==> config.mk <==
export PLATFORM = sky130hd
export DESIGN_NAME = mem_port_arbiter
export DESIGN_NICKNAME = d
export VERILOG_FILES = /design/src/rtl/mem_port_arbiter.sv
export SDC_FILE = /design/constraint.sdc
export NUM_CORES = 1
export LEC_CHECK = 0
export BUFFER_PORTS_ARGS = -buffer_cell sky130_fd_sc_hd__buf_4
export CORE_MARGIN = 4
export CORE_UTILIZATION = 40
export DETAILED_ROUTE_END_ITERATION = 6
export PLACE_DENSITY = 0.72
export SYNTH_ARGS = -nofsm -noshare
export SYNTH_HDL_FRONTEND = slang
export SYNTH_SLANG_ARGS = --single-unit
==> constraint.sdc <==
create_clock -name clk -period 4.5 [get_ports clk]
set_input_delay 0.225 -clock clk [delete_from_list [all_inputs] [get_ports clk]]
set_output_delay 0.225 -clock clk [all_outputs]
set_load 0.02 [all_outputs]
==> src/rtl/mem_port_arbiter.sv <==
// rtl/mem_port_arbiter.sv - IF/MEM arbiter for one single-port memory bus with timeout.
// Optional round-robin on IDLE conflicts when MEM_ARB_RR_EN is defined; default is fixed data priority.
module mem_port_arbiter #(
  parameter int ADDR_W  = 32,
  parameter int DATA_W  = 32,
  parameter int TIMEOUT = 15
) (
  input  logic              clk,
  input  logic              rst,
  input  logic              iReq,
  input  logic [ADDR_W-1:0] iAddr,
  output logic [DATA_W-1:0] iRdata,
  output logic              iAck,
  input  logic              dReq,
  input  logic              dWr,
  input  logic [ADDR_W-1:0] dAddr,
  input  logic [DATA_W-1:0] dWdata,
  output logic [DATA_W-1:0] dRdata,
  output logic              dAck,
  output logic              err,
  output logic              stall,
  output logic              mCe,
  output logic              mWr,
  output logic [ADDR_W-1:0] mAddr,
  output logic [DATA_W-1:0] mWdata,
  input  logic [DATA_W-1:0] mRdata,
  input  logic              mRdy
);

  typedef enum logic [1:0] {IDLE, IBUS, DBUS} state_t;

  localparam int CW = (TIMEOUT > 1) ? $clog2(TIMEOUT) : 1;
  localparam logic [CW-1:0] CNT_MAX = CW'(TIMEOUT - 1);

  state_t        state;
  logic [CW-1:0] cnt;
  logic          i_elig;
  logic          d_elig;
  logic          grant_d;

  // A requester whose ack is high this cycle already got its answer; do not re-grant it.
  assign i_elig = iReq & ~iAck;
  assign d_elig = dReq & ~dAck;
  assign stall  = i_elig | d_elig;

`ifdef MEM_ARB_RR_EN
  logic last_gnt_d;
  assign grant_d = d_elig & (~i_elig | ~last_gnt_d);
`else
  assign grant_d = d_elig;
`endif

  always_ff @(posedge clk or posedge rst) begin
    if (rst) begin
      state  <= IDLE;
      cnt    <= '0;
      mCe    <= 1'b0;
      mWr    <= 1'b0;
      mAddr  <= '0;
      mWdata <= '0;
      iRdata <= '0;
      dRdata <= '0;
      iAck   <= 1'b0;
      dAck   <= 1'b0;
      err    <= 1'b0;
`ifdef MEM_ARB_RR_EN
      last_gnt_d <= 1'b0;
`endif
    end else begin
      iAck <= 1'b0;
      dAck <= 1'b0;
      err  <= 1'b0;
      case (state)
        IDLE: begin
          if (grant_d) begin
            state  <= DBUS;
            mCe    <= 1'b1;
            mWr    <= dWr;
            mAddr  <= dAddr;
            mWdata <= dWdata;
            cnt    <= '0;
`ifdef MEM_ARB_RR_EN
            last_gnt_d <= 1'b1;
`endif
          end else if (i_elig) begin
            state <= IBUS;
            mCe   <= 1'b1;
            mWr   <= 1'b0;
            mAddr <= iAddr;
            cnt   <= '0;
`ifdef MEM_ARB_RR_EN
            last_gnt_d <= 1'b0;
`endif
          end
        end
        IBUS: begin
          if (mRdy) begin
            iRdata <= mRdata;
            iAck   <= 1'b1;
            mCe    <= 1'b0;
            mWr    <= 1'b0;
            state  <= IDLE;
          end else if (cnt == CNT_MAX) begin
            iRdata <= '0;
            iAck   <= 1'b1;
            err    <= 1'b1;
            mCe    <= 1'b0;
            mWr    <= 1'b0;
            state  <= IDLE;
          end else begin
            cnt <= cnt + 1'b1;
          end
        end
        DBUS: begin
          // mWr still holds the latched dWr, so it tells load from store here.
          if (mRdy) begin
            if (!mWr) dRdata <= mRdata;
            dAck  <= 1'b1;
            mCe   <= 1'b0;
            mWr   <= 1'b0;
            state <= IDLE;
          end else if (cnt == CNT_MAX) begin
            if (!mWr) dRdata <= '0;
            dAck  <= 1'b1;
            err   <= 1'b1;
            mCe   <= 1'b0;
            mWr   <= 1'b0;
            state <= IDLE;
          end else begin
            cnt <= cnt + 1'b1;
          end
        end
        default: state <= IDLE;
      endcase
    end
  end

endmodule

==> results.md, run 1 <==
- The most used flip-flop cell after synthesis is dfrtp_1.
- The data arrival time of the critical path is 2.51 ns.
- The total power consumption of the routed design is 0.006622 W.
- The highest achievable clock rate is 449.5 MHz.
- The number of endpoints failing setup at the final stage is 0.
- Using the TritonRoute via totals, the vias-per-cell ratio works out to 5.090.
- In this run the worst path has a maximum fanout of 32.
- The number of hold violations in the final report is 7.
- For this design, the slowest cell found on the critical path is nand2_2.
- The initial antenna violation count is 0.
- On the final layout, the worst clock skew is 0.007092 ns.
- Synthesis instantiated 40 different standard cells from the library.
- Across every metal layer, demand over resource in global routing totals 0.1859.
- The die height is 128.2 µm.
- The run finished, with violations left.
- The number of buffers inserted to repair setup after CTS is 0.
- Summed over all instances, the cell type with the most area after synthesis is dfrtp_1.
- The fraction of power consumed by combinational cells is 0.447.
- The routed wire length is 15260 µm.
- The number of ports placed on the die boundary is 268.
- The proportion of register bits with asynchronous set or reset after synthesis is 1.000.
- The maximum count of clock buffers along a single path is 2.
- Hold repair after CTS inserted 0 buffers.
- For this run, design rule violations remaining after detail routing come to 0.
- The remaining antenna violation count is 0.
- Setup repair after global routing left no endpoint under its margin.
- The area of placed instances is 7825 µm².
- The capturing element type of the critical path is a flip-flop.
- After the first detailed-routing iteration, the DRC count stood at roughly 190.
- The number of gates resized after CTS was 0.
- After detailed routing, the average wire length per cell comes to 17.58 µm.
- The finished cells cover 8444 µm².
- The number of global-route vias before repair is 4794.
- Of the post-synthesis cell area, the dominant cell type holds 0.6019.
- In the final layout, the share of cells above drive strength 1 is 0.4985.
- Once layout is complete, the utilization of the core stands at 0.6014.
- Dividing the final minimum period by the clock period gives 0.4944.
- The clock root buffer is clkbuf_16.
- Measured against its own limit, the worst slew margin works out to 0.2548.
- Of the total power, the share spent switching nets is 0.3653.
- Among all cell types in the netlist, the one instantiated most often is dfrtp_1.
- Clock-pin slew was measured on the worst setup and hold paths at 0.05 ns.
- The first detailed-routing pass ran for 4 iterations.
- The remaining global-route overflow is 0.
- Subtracting the final worst setup slack from the clock period gives 2.225 ns.
- Entering global routing, the biggest net connects 96 pins.
- The area of the core region is 14040 µm².
- The number of nets in the final layout is 818.
- The number of antenna cells inserted is 0.
- The total internal power is between 0.004 and 0.005 W.
- Of the total power, registers draw 0.332.
- For this design the total switching power over the nets is 0.002419 W.
- At the end of routability-driven placement, the weighted congestion stood at 0.7990.
- The number of sinks handled by clock tree synthesis is 139.
- The delay of the slowest cell on the worst path is 0.66 ns.
- The later-pin clock latency in the skew report is 0.41 ns.
- VDD sags by at most 0.3314 mV.
- When the netlist entered floorplanning its net count stood at 557.
- The static power due to leakage is about 4.4 nW.
- The area growth from synthesis to final layout is 46.11%.
- The number of placement rows is 43.
- The H-tree generated during clock tree synthesis spans 4 levels.
- The total of buffers placed on input and output ports is 267.
- In this run, synthesis inferred 0 flip-flops with an integrated enable.
- The total number of yosys warnings is 0.
- Among cell families on the critical path, the largest total delay comes from simple AND/OR/NAND/NOR gates.
- The mean area per synthesized cell is between 10 and 15 µm².
- The number of buffers inserted during clock tree synthesis is 17.
- The checks that failed: hold timing.
- The effective utilization at floorplan is 0.4116.
- In this run the horizontal extent of the chip is between 100 and 150 µm.
- The share of total power dissipated in the clock network is 0.221.
- Counting cells, the worst reg-to-reg path comes to 4.
- The final worst hold slack is -0.01177 ns.
- The sequential cell area in the final layout is ~3500 µm².
- The area of the multi-input gates is slightly above 2000 µm².
- The final max-slew violation count came to 0.
- The endpoint required time on the critical path is 4.78 ns.
- For this block, the via count after detailed routing is ~4400.
- Synthesis produced 417 cells.
- The filler cells instantiated in the layout total 1131.
- By count the netlist is led by dfrtp_1 (139), a22o_1 (66), nand2_1 (39), mux2i_1 (32), o21ai_0 (32).
- Sorting the synthesized cells by area gives the leading types as dfrtp_1 (60%), a22o_1 (10%), mux2_4 (7.8%), mux2i_1 (5.5%), o21ai_0 (2.8%).
- The tool flagged a number of max-cap violations equal to 0.
- By startpoint and endpoint, the worst setup path is classified as reg -> reg.
- The critical path goes through inv_1, ha_1, nand2_2, mux2_4.
- The power density over cell area is 784.2 nW/µm².
- The detailed placement HPWL is around 11000 µm.
- The worst setup path is launched from a flip-flop.
- The clock tree from TritonCTS is built.
- At the pin with the least slew margin, the transition time is approximately 1.1 ns.
- Synthesis inferred 139 register bits.
- The type of the most critical hold path is in -> async.
- The cell count along the critical path is 4.
- Setup total negative slack on the finished layout was measured at 0 ns.
- The first global-routing pass estimated around 24000 µm of wire.
- The sequential share of the synthesized area is 0.6019.
- The post-synthesis instance area is a little under 6000 µm².
- The area of the die is 16440 µm².
- The number of buffers and inverters on the critical path is 1.
cell type report:
cell class                 count  area share
clock buffer                  19     0.05364
clock inverter                10     0.01971
inverter                       5    0.002815
multi-input combinational    244      0.2443
sequential                   139      0.4119
tap                          180     0.02667
timing repair buffer         271      0.2409
path summary, 6_finish.rpt:
| path | slack [ns] | from | end |
|---|---|---|---|
| max | 2.28 | state[1] | mWdata[28] |
| min | -0.01 | rst | mWdata[26] |
| max reg2reg | 2.28 | state[1] | mWdata[28] |
| min reg2reg | 0.48 | mAddr[1] | mAddr[1] |
| max in group asynchronous | 3.41 | rst | mAddr[14] |
| min in group clk | 0.04 | mRdata[2] | iRdata[2] |
layer usage:
layer,up-vias,part of all wire,wire [µm],track usage
met2,189,0.50,7583,0.3049
met4,0,0.025,382,0.08052
li1,2034,-,-,-
met5,-,0,0,0
met3,28,0.071,1076,0.04792
met1,2167,0.41,6219,0.2323
layout by cell type (no fill, tap or decap), types with 2 or more instances in the layout:
| cell type | Yosys | layout |
|---|---|---|
| mux2_2 | 2 | 2 |
| nand4b_1 | 2 | 2 |
| a31o_4 | 2 | 2 |
| nand2b_1 | 3 | 2 |
| inv_6 | 0 | 2 |
| bufinv_16 | 0 | 4 |
| inv_1 | 5 | 4 |
| mux2_4 | 30 | 30 |
| o21ai_1 | 4 | 4 |
| nand2_1 | 39 | 39 |
| buf_4 | 6 | 271 |
| and2_1 | 2 | 2 |
| o21ai_0 | 32 | 32 |
| mux2i_1 | 32 | 32 |
| a22o_1 | 66 | 66 |
| dfrtp_1 | 139 | 139 |
| clkbuf_16 | 0 | 17 |
| clkinv_4 | 0 | 2 |
| clkinvlp_4 | 0 | 2 |
| clkbuf_8 | 0 | 2 |
| nand3_1 | 2 | 2 |
| ha_1 | 6 | 6 |
| a21oi_1 | 4 | 4 |
registers in the layout, summed over array words and instances (netlist names):
signal,flops
mAddr,32
err,1
mWr,1
mWdata,32
dRdata,32
dAck,1
mCe,1
state,2
iAck,1
iRdata,32
cnt,4
per-stage QoR:
stage | instances | setup WS [ns]
global route | 868 | 2.081
finish | 868 | 2.275
detailed placement | 839 | 2.275
CTS | 868 | 2.213
floorplan | 417 | 0.5505
global placement | 839 | 2.372
kinds of logic (layout without fill, tap and decap cells):
logic type	Yosys count	count (layout)	share of synthesized area
compound gates	115	115	0.1550
fa+ha+maj	6	6	0.01299
buf+inv	34	305	0.04157
flops	139	139	0.6019
mux	64	64	0.1373
simple gates	59	59	0.05131
power groups by stage:
stage	combinational, W	clock (W)	sequential [W]
finish	0.00296	0.00146	0.00220
CTS	0.00301	0.00150	0.00220
global placement	0.00294	0	0.00218
floorplan	0.00111	0	0.00284
global route	0.00318	0.00155	0.00227
detailed placement	0.00301	0	0.00220
Power figures use the tool's default switching activity.
==> inputs of run 2 (changes only) <==
clock period = 2.31 ns   (was 4.5 ns; I/O delays follow)
==> results.md, run 2 (same netlist as run 1, synthesis figures left out) <==
- The flow ran to the end, and the final reports show no timing, DRC or antenna violations.
- The final max-slew violation count is 0 (unchanged).
- The total of fill cells in the finished design came to 935 (-17%).
- The via count normalized by instance count is 4.962 (-2.5%).
- The maximum count of clock buffers along a single path is 2 (unchanged).
- The global-route wire length before repair was 27370 µm (+12%).
- The total of buffers placed on input and output ports is 267 (unchanged).
- The count of instances resized after the clock tree is built came to 0 (unchanged).
- The number of nets in the final layout was 936 (+14%).
- The number of DRC markers after the initial detailed-route iteration came to 239 (+25%).
- The total internal power came to 0.008355 W (+99%).
- The slew at the pin with the worst max-slew slack came to 0.6076 ns (-0.5102 ns).
- The overall die width was 128.2 µm (unchanged).
- The worst setup path is captured at a flip-flop.
- The number of placed instances with taps included is 844 (+0.60%).
- The die height is 128.2 µm (unchanged).
- TritonCTS built the clock tree.
- The part of the total power dissipated in sequential elements is 0.325 (-0.007).
- The pin count of the biggest net entering global routing is 65 (-32%).
- The number of hold violations in the final report is 0 (-7).
- The type of the most critical hold path is in -> reg.
- The detailed placement HPWL was 11350 µm (+2.9%).
- The number of standard cells in the final layout excluding fillers was 989 (+14%).
- The initial antenna violation count is 0 (unchanged).
- Setup repair after global routing left no endpoint under its margin.
- The number of placement rows is 43 (unchanged).
- The routed via count is 4907 (+11%).
- The critical path launch point type is a flip-flop.
- The area of the core region was 14040 µm² (unchanged).
- The number of endpoints failing setup at the final stage is 0 (unchanged).
- The endpoint required time on the critical path is 2.58 ns (-2.20 ns).
- The portion of total power attributed to the clock network came to 0.215 (-0.006).
- The worst-case headroom to the max-slew limit is 0.5941 (+0.3393).
- The switching share of power came to 0.3697 (+0.004404).
- The maximum resistive drop on vdd is 0.9005 mV (+170%).
- The maximum clock skew at final layout is 0.01427 ns (+0.007174 ns).
- The final worst hold slack was 0.02065 ns (+0.03242 ns).
- The routed wire length is 17400 µm (+14%).
- The setup slack after layout is 0.1908 ns (-2.084 ns).
- The final routed DRC violation total is 0 (unchanged).
- The later-pin clock latency in the skew report was 0.42 ns (about the same).
- The switching component of the power came to 0.004900 W (+100%).
- The length of the first detailed-routing pass in iterations is 4 (unchanged).
- The number of buffers inserted during clock tree synthesis is 17 (unchanged).
- The effective utilization at floorplan is 0.4116 (unchanged).
- The remaining global-route overflow is 0 (unchanged).
- In the layout the commonest cells are buf_4 (272), dfrtp_1 (139), dlygate4sd3_1 (112).
- The accumulated negative setup slack is 0 ns (unchanged).
- The data arrival time of the critical path is 2.39 ns (-0.12 ns).
- The number of global-route vias before repair is 5287 (+10%).
- The max capacitance violation total is 0 (unchanged).
- The highest achievable clock rate is 471.9 MHz (+5.0%).
- The share of the clock period used by the worst path is 0.9174 (+0.4230).
- The power density over cell area came to 1370 nW/µm² (+75%).
- The proportion of layout cells with a drive suffix above 1 is 0.4339 (-0.06468).
- The minimum setup slack after placement is 0.2184 ns (-2.057 ns).
- The area of the die is 16440 µm² (unchanged).
- The number of antenna cells inserted is 0 (unchanged).
- The library cell used most frequently in the layout, excluding fill and tap cells, is buf_4.
- The maximum fanout along the worst path came to 33 (+3.1%).
- The critical path is of the reg -> reg type.
- The number of ports placed on the die boundary is 268 (unchanged).
- The per-cell routed wire length is 17.59 µm (about the same).
- The number of levels in the clock H-tree is 4 (unchanged).
- The area growth from synthesis to layout is 67.40%.
- The number of sinks handled by clock tree synthesis is 139 (unchanged).
- The clock period minus final worst setup slack is 2.119 ns (-0.1055 ns).
- The clock root buffer is clkbuf_16.
- The final RePlAce weighted congestion came to 0.7772 (-2.7%).
- The static power due to leakage is 4.909 nW (+12%).
- The overall fraction of global-route tracks in use is 0.2111 (+0.02513).
- The remaining antenna violation count is 0 (unchanged).
- The clock-pin slew on the worst setup and hold paths is 0.06 ns (about the same).
- The fraction of power consumed by combinational cells was 0.460 (+0.013).
[run 2: cell count changes in the layout (fill, tap and decap cells not counted), sizes merged]
| cell | previous run | this run |
|---|---|---|
| clkbuf | 19 | 18 |
| clkinvlp | 2 | 4 |
| clkinv | 3 | 5 |
| dlygate4sd3 | 0 | 112 |
| buf | 271 | 277 |
[run 2: repair_timing]
| item | 4_1_cts | 5_1_grt |
|---|---|---|
| hold buffers | 112 | 0 |
| endpoints found under the hold margin | 143 | 0 |
| buffers inserted | 0 | 0 |
[run 2: stage by stage]
step / utilization / area [µm²] / power [W]
after floorplan: - / 5783 / 0.007705
after global placement: 0.5634 / 7911 / 0.01002
after detailed placement: 0.5634 / 7911 / 0.01016
after CTS: 0.6875 / 9654 / 0.01330
after global routing: 0.6889 / 9674 / 0.01393
final: 0.6889 / 9674 / 0.01326
[run 2: critical path: stages (launching register included)]
cell and delay, ns:
dfrtp_1 0.35, nand2b_2 0.19, buf_4 0.48, mux2i_1 0.27
dlygate4sd3_1 0.58, o21ai_0 0.09
[run 2: final cells by class]
class | instances | area, µm² | share of cell area
flip-flops and latches | 139 | 3478 | 0.3595
repair buffers | 389 | 3263 | 0.3373
multi-input cells | 244 | 2063 | 0.2133
clock buffers | 18 | 429.2 | 0.04436
well taps | 180 | 225.2 | 0.02328
clock inverters | 14 | 192.7 | 0.01992
inverters | 5 | 22.52 | 0.002328
[run 2: worst paths after layout]
kind,endpoint,slack (ns),depth (start not counted),from
max,mAddr[23],0.19,5,dAck
min,mAddr[30],0.02,3,dAddr[30]
max reg2reg,mAddr[23],0.19,5,dAck
min reg2reg,mAddr[1],0.48,2,mAddr[1]
max in group asynchronous,mAddr[29],1.33,4,rst
min in group asynchronous,mWdata[5],0.36,3,rst
[run 2: power groups by stage]
stage,combinational [W],sequential (W),clock (W)
floorplan,0.00217,0.00554,0
global placement,0.00577,0.00425,0
detailed placement,0.00588,0.00429,0
CTS,0.00609,0.00428,0.00293
global route,0.00647,0.00443,0.00303
finish,0.00610,0.00430,0.00286
[run 2: routing by layer]
metal	part of all wire	global-route usage	routed length, µm	vias to the layer above
met2	0.52	0.3638	9032	192
met1	0.40	0.2522	6921	2427
li1	-	-	-	2272
met5	0	0	0	-
met3	0.072	0.06625	1247	16
met4	0.011	0.06429	193	0
